--- src/rtl/inst_fetch_queue.sv ---
// rtl/inst_fetch_queue.sv - fetch PC owner and {pc, inst, pred} queue feeding decode
// Optional static BTFN predecode on imem_dout is built when INST_FETCH_BTFN_PREDICT_EN is defined.
module inst_fetch_queue #(
  parameter int IMEM_ADDR_WIDTH = 10,
  parameter int QUEUE_DEPTH     = 4,
  parameter int QUEUE_PTR_WIDTH = 2
) (
  input  logic                       clk,
  input  logic                       reset_b,
  output logic [IMEM_ADDR_WIDTH-1:0] imem_addr,
  input  logic [31:0]                imem_dout,
  output logic                       id_valid,
  input  logic                       id_ready,
  output logic [31:0]                id_inst,
  output logic [31:0]                id_pc,
  output logic                       id_pred_taken,
  input  logic                       redirect,
  input  logic [31:0]                redirect_pc,
  output logic [QUEUE_PTR_WIDTH:0]   queue_count
);

  localparam logic [QUEUE_PTR_WIDTH:0] LP_DEPTH = (QUEUE_PTR_WIDTH + 1)'(QUEUE_DEPTH);
  localparam logic [QUEUE_PTR_WIDTH:0] LP_ONE   = (QUEUE_PTR_WIDTH + 1)'(1);

  logic [31:0]                r_fetch_pc;
  logic [QUEUE_PTR_WIDTH-1:0] r_head;
  logic [QUEUE_PTR_WIDTH-1:0] r_tail;
  logic [QUEUE_PTR_WIDTH:0]   r_count;

  logic [31:0] r_pc_mem   [QUEUE_DEPTH];
  logic [31:0] r_inst_mem [QUEUE_DEPTH];

  logic        w_pop;
  logic        w_push;
  logic [31:0] w_next_pc;
  logic [31:0] w_redirect_pc;
  logic        w_pred;

  assign w_redirect_pc = redirect_pc & 32'hFFFF_FFFC;
  assign w_pop         = id_valid && id_ready;
  // A full queue can still accept a fetch when the head leaves in the same cycle.
  assign w_push        = !redirect && ((r_count < LP_DEPTH) || w_pop);

`ifdef INST_FETCH_BTFN_PREDICT_EN
  logic        r_pred_mem [QUEUE_DEPTH];
  logic [31:0] w_br_offset;

  assign w_pred      = (imem_dout[6:0] == 7'b1100011) && imem_dout[31];
  assign w_br_offset = {{19{imem_dout[31]}}, imem_dout[31], imem_dout[7],
                        imem_dout[30:25], imem_dout[11:8], 1'b0};
  assign w_next_pc   = w_pred ? (r_fetch_pc + w_br_offset) : (r_fetch_pc + 32'd4);

  always_ff @(posedge clk) begin
    if (w_push) begin
      r_pred_mem[r_tail] <= w_pred;
    end
  end

  // Storage is not reset, so gate the flag to keep it clean while the queue is empty.
  assign id_pred_taken = id_valid && r_pred_mem[r_head];
`else
  assign w_pred        = 1'b0;
  assign w_next_pc     = r_fetch_pc + 32'd4;
  assign id_pred_taken = w_pred;
`endif

  always_ff @(posedge clk or negedge reset_b) begin
    if (!reset_b) begin
      r_fetch_pc <= 32'h0;
      r_head     <= '0;
      r_tail     <= '0;
      r_count    <= '0;
    end else if (redirect) begin
      r_fetch_pc <= w_redirect_pc;
      r_head     <= '0;
      r_tail     <= '0;
      r_count    <= '0;
    end else begin
      if (w_push) begin
        r_fetch_pc <= w_next_pc;
        r_tail     <= r_tail + 1'b1;
      end
      if (w_pop) begin
        r_head <= r_head + 1'b1;
      end
      if (w_push && !w_pop) begin
        r_count <= r_count + LP_ONE;
      end else if (w_pop && !w_push) begin
        r_count <= r_count - LP_ONE;
      end
    end
  end

  always_ff @(posedge clk) begin
    if (w_push) begin
      r_pc_mem[r_tail]   <= r_fetch_pc;
      r_inst_mem[r_tail] <= imem_dout;
    end
  end

  assign imem_addr   = r_fetch_pc[IMEM_ADDR_WIDTH+1:2];
  assign id_valid    = (r_count != '0);
  assign queue_count = r_count;
  assign id_pc       = r_pc_mem[r_head];
  assign id_inst     = r_inst_mem[r_head];

endmodule

--- config.mk ---
export PLATFORM = sky130hd
export DESIGN_NAME = inst_fetch_queue
export DESIGN_NICKNAME = d
export VERILOG_FILES = /design/src/rtl/inst_fetch_queue.sv
export SDC_FILE = /design/constraint.sdc
export NUM_CORES = 1
export LEC_CHECK = 0
export ABC_AREA = 1
export CAP_MARGIN = 20
export CORE_MARGIN = 5
export CORE_UTILIZATION = 33
export CTS_BUF_LIST = sky130_fd_sc_hd__clkbuf_4
export CTS_CLUSTER_DIAMETER = 120
export DETAILED_ROUTE_END_ITERATION = 12
export MAX_ROUTING_LAYER = met4
export PLACE_DENSITY = 0.58
export SETUP_SLACK_MARGIN = 0.4
export SYNTH_ARGS = -nofsm -noshare
export SYNTH_HDL_FRONTEND = slang
export SYNTH_SLANG_ARGS = --single-unit
--- constraint.sdc ---
create_clock -name clk -period 5.2 [get_ports clk]
set_input_delay 1.3 -clock clk [delete_from_list [all_inputs] [get_ports clk]]
set_output_delay 1.3 -clock clk [all_outputs]
set_load 0.02 [all_outputs]
* Yosys cells after proc, flatten, opt, wreduce, memory -nomap -nowiden
Memories as Yosys holds them, arrays and structs flattened.
Index checks and enable logic that the tools add are counted.
** Cells by class
- $add $sub $neg :: 5
- Order comparisons :: 1
- Reduce and logical (&&, ||, !) cells :: 12
- Multiplexer cells :: 11
** Operator list (number)
- 2-to-1 mux 32 bit :: 2
- adder 32 x 3 -> 32 bit, second input constant :: 1
- 2-to-1 mux 3 bit :: 3
- 2-to-1 mux 2 bit :: 4
- nonzero test 3 bit :: 2
- adder 2 x 1 -> 2 bit, second input constant :: 2
- logical AND 1 bit :: 4
- nonzero test 2 bit :: 2
- adder 3 x 1 -> 3 bit, second input constant :: 1
- zero test 1 bit :: 3
- less-than comparator 3 bit, second input constant :: 1
- subtractor 3 x 1 -> 3 bit, second input constant :: 1
- 2-to-1 mux 1 bit :: 2
- logical OR 1 bit :: 1
** Storage, ports and cells
- RAM bits :: 256
- Logic and storage cells :: 35
- Flip-flop bits (word level) :: 39
- Memories kept :: 2
- Bits of input ports :: 68
** Memories
- r_inst_mem :: depth 4, width 32, rd ports 1, clocked after memory_dff 0, wr ports 1, line 31 : logic [31:0] r_inst_mem [QUEUE_DEPTH];
- r_pc_mem :: depth 4, width 32, rd ports 1, clocked after memory_dff 0, wr ports 1, line 30 : logic [31:0] r_pc_mem [QUEUE_DEPTH];

* Longest topological paths before layout
- Depth after elaboration :: 9
- Mapped depth :: 10

* Worst setup path after synthesis
No wires, ideal clock.
- Kind :: input -> register
- From :: input port id_ready
- To :: memory r_inst_mem[0][0] (enable)
- Stages :: 5
- Path buffers :: 2
- Library setup time :: 0.482 ns
- Path slack :: 0.344 ns
- Arrival :: 4.374 ns
- Required time :: 4.718 ns
- Path through :: or2_1 > buf_4 > nand2_4 > buf_2 > nor2_1
** On the way
- Longest elaborated chain between the ends :: 5
** RTL lines
- start, declared :: line 13 : input logic id_ready,
- logical AND 1 bit :: line 40 : assign w_pop = id_valid && id_ready;
- logical OR 1 bit :: line 42 : assign w_push = !redirect && ((r_count < LP_DEPTH) || w_pop);
- logical AND 1 bit :: line 42
- 2-to-1 mux 1 bit :: line 95 : if (w_push) begin
- 2-to-1 mux 1 bit (not written as such) :: line 97 : r_inst_mem[r_tail] <= imem_dout;
- end, declared :: line 31
Every way passes these cells.

* Worst setup path after layout
- From :: register r_head[0]
- To :: output port id_pc[7]
** On the way
- Longest elaborated chain between the ends :: 1
** RTL lines
- start, declared :: line 26 : logic [QUEUE_PTR_WIDTH-1:0] r_head;
- start signal, assigned :: line 84 : r_head <= r_head + 1'b1;
- memory (4 x 32 bit)
- end, declared :: line 15 : output logic [31:0] id_pc,
Every way passes these cells.

==> run_results.csv <==
group,metric,value,unit
power_and_ir_drop,switching_power,2324,µW
detailed_routing,wirelength,29100,µm
worst_setup_path,cp_max_fo,105,
placement,place_congestion,0.8349,
synthesis,post-synth-top-count-cell,"edfxtp_1",
synthesis,synth.distinct_cells,34,
placement,io_buffers,141,
placement,placed_cells,1550,
power_and_ir_drop,power_frac_seq,0.433,
grt,grt_start_max_net_pins,106,
floorplan,num_io_pins,147,
detailed_routing,vias,8142,
detailed_routing,drt_first_iter_violations,424,
floorplan,coreArea,0.03540,mm²
sta,rsz0062_at_grt,"no",
worst_hold_path,worstHoldPathType,"reg2reg",
worst_setup_path,slowest_stage,"clkdlybuf4s50_1",
synthesis,synthArstFlopShare,0.1298,
sta,period_minus_slack,4.306,ns
power_and_ir_drop,p_comb_frac,0.284,
sta,finalCritPeriodShare,0.8281,
sta,tightest_slew,0.9234,ns
synthesis,synth_top_cell_area_share,0.6319,
detailed_routing,routed_via_density,4.826,
placement,pre_cts_ws,1.441,ns
worst_setup_path,worstSetupPathType,"reg2out",
worst_setup_path,regToRegStartpoint,"queue_count[2]",
cts,holdBufCountCts,0,
grt,grt_pass1_vias,7984,
synthesis,dominantRegCellSynth,"edfxtp_1",
floorplan,initial_core_util,0.3329,
cts,cts_made_buffers,78,
sta,setup_ws,0.8937,ns
synthesis,synth.yosys.seq_area_share,0.7105,
final_layout,nFillCells,3384,
worst_setup_path,cp-start-kind,"register",
synthesis,syn_area,0.01179,mm²
sta,fmax,232.2,MHz
sta,hold_viol,0,
final_layout,nets,1243,
final_layout,area_delta_synth_final,24.51,%
placement,dp_hpwl,16650,µm
power_and_ir_drop,ir_drop,219.4,µV
sta,finClkSkew,0.04731,ns
worst_setup_path,cp.required,3.90,ns
cts,cts_setup_buffers,0,
floorplan,fp.dieW,199.0,µm
final_layout,drive_above_1_share,0.1389,
power_and_ir_drop,p_int,4782,µW
power_and_ir_drop,p_per_area,484.2,mW/mm²
cts,cts_tree,"done",
worst_setup_path,crit_start,"r_head[0]",
cts,path_clk_slew,0.06,ns
status,status,"completed",
synthesis,ys_seq_elements,285,
grt,grt_usage,0.1487,
synthesis,synth_edf_count,248,
grt,grt_remaining_overflow,0,
detailed_routing,wl_per_cell,17.25,µm
worst_setup_path,arrival,3.01,ns
detailed_routing,postRouteAntennaNets,0,
job,drv_cap,0,
final_layout,final_core_util,0.4146,
worst_setup_path,path_cells,"clkinv_2 -> buf_12 -> o21ai_0 -> o22ai_1 -> clkdlybuf4s50_1",
sta,slew_violations,0,
sta,worst_hold_slack,0.5728,ns
cts,cts_sinks,285,
sta,tns,0,ns
synthesis,yosys.area.top_type,"edfxtp_1",
final_layout,layoutNonFillerInstCount,1687,
floorplan,dieArea,0.03959,mm²
grt,grt_pass1_wl,44530,µm
worst_hold_path,min_from,"r_tail[0]",
power_and_ir_drop,leakage,0.005193,µW
cts,cts_buffer_depth,3,
worst_setup_path,cpPeakStageDelay,0.68,ns
synthesis,synthTopCellsByArea,"edfxtp_1, dfrtp_1, o21ai_0",
synthesis,syn_area_per_cell,11.83,µm²
sta,setup_violations,0,
detailed_routing,drc_errors,0,
worst_setup_path,cp-end-kind,"output pin",
synthesis,synth_commonest_cells,"edfxtp_1, nor2_1, nand2_1, o21ai_0, o22ai_1",
synthesis,synth_warnings,0,
grt,antenna_found_initial,2,
detailed_routing,dr.pass1.iters,4,
cts,h-tree-depth,3,
cts,insertion_delay,0.68,ns
power_and_ir_drop,swShare,0.3270,
sta,max_slew_margin,0.3844,
cts,cts_resized,0,
floorplan,num_rows,69,
cts,clockRootBuffer,"clkbuf_4",
floorplan,die_h,199.0,µm
power_and_ir_drop,power_frac_clock,0.283,
synthesis,synthCells,996,
layer usage:
layer	part of all wire	up-vias	track usage
li1	-	3953	-
met1	0.46	3913	0.1973
met2	0.46	235	0.2272
met3	0.062	41	0.03777
met4	0.014	0	0.04458
met5	0	-	-
placed cells by master (no fill, tap or decap), types with 2 or more instances in the layout:
| cell | n |
|---|---|
| bufinv_16 | 2 |
| buf_4 | 6 |
| xor2_1 | 6 |
| nand2_1 | 145 |
| nand3_1 | 30 |
| clkinv_1 | 11 |
| clkbuf_4 | 118 |
| xnor2_1 | 2 |
| edfxtp_1 | 248 |
| nor2_2 | 9 |
| a22oi_1 | 15 |
| a21oi_1 | 5 |
| dfrtp_1 | 35 |
| nand3b_1 | 5 |
| buf_12 | 6 |
| nand4_1 | 2 |
| nor2_4 | 7 |
| o21ai_0 | 137 |
| clkdlybuf4s50_1 | 140 |
| diode_2 | 2 |
| inv_2 | 7 |
| o21ai_1 | 2 |
| ha_1 | 5 |
| nand2_2 | 4 |
| o22ai_1 | 64 |
| inv_1 | 28 |
| conb_1 | 3 |
| nor2_1 | 167 |
| clkinv_2 | 4 |
final cells by class:
cell class                 count  area [µm²]  area share
antenna                        2       5.005   0.0003411
sequential                   285        8378      0.5709
clock inverter                17       120.1    0.008186
tap                          461       576.8     0.03931
timing repair buffer         153        1572      0.1071
clock buffer                 118       885.9     0.06037
inverter                      35       132.6    0.009038
multi-input combinational    616        3004      0.2047
kinds of logic after synthesis:
family	share of synthesized area
fa+ha+maj	0.007007
other cells	0.0003182
xor+xnor	0.005946
compound gates	0.1060
flops	0.7105
simple gates	0.1325
buf+inv	0.03780
path summary, 6_finish.rpt:
check	end	slack (ns)	cells after the start
setup reg to reg	r_inst_mem[2][17]	2.82	5
hold / removal	r_tail[0]	0.57	1
hold reg to reg	r_tail[0]	0.57	1
min in group asynchronous	queue_count[2]	0.77	1
max in group asynchronous	r_head[0]	3.74	1
setup / recovery	id_pc[7]	0.89	5
per-stage QoR:
stage | cell area, µm² | total power [µW]
after floorplan | 11790 | 4216
after global placement | 13660 | 5173
after detailed placement | 13660 | 5188
after CTS | 14670 | 7248
after global routing | 14670 | 7544
final | 14670 | 7106
worst max-delay path: cells and delay by family (launching register included):
family,cells,cell delay (ns)
buf+inv,3,1.33
flops,1,0.49
compound gates,2,0.45
power groups by stage:
| stage | combinational, µW | clock, µW | sequential, µW |
|---|---|---|---|
| final | 2020 | 2010 | 3080 |
| after global routing | 2190 | 2240 | 3110 |
| after CTS | 2070 | 2100 | 3080 |
| after detailed placement | 2060 | 0 | 3130 |
| after global placement | 2050 | 0 | 3120 |
| after floorplan | 1130 | 0 | 3080 |
sequential cells by signal, indices dropped and copies added, names as in the netlist:
name,cells
r_inst_mem,128
r_head,2
queue_count,3
r_fetch_pc,30
r_tail,2
r_pc_mem,120
No activity file was read; power rests on OpenSTA's default activity.
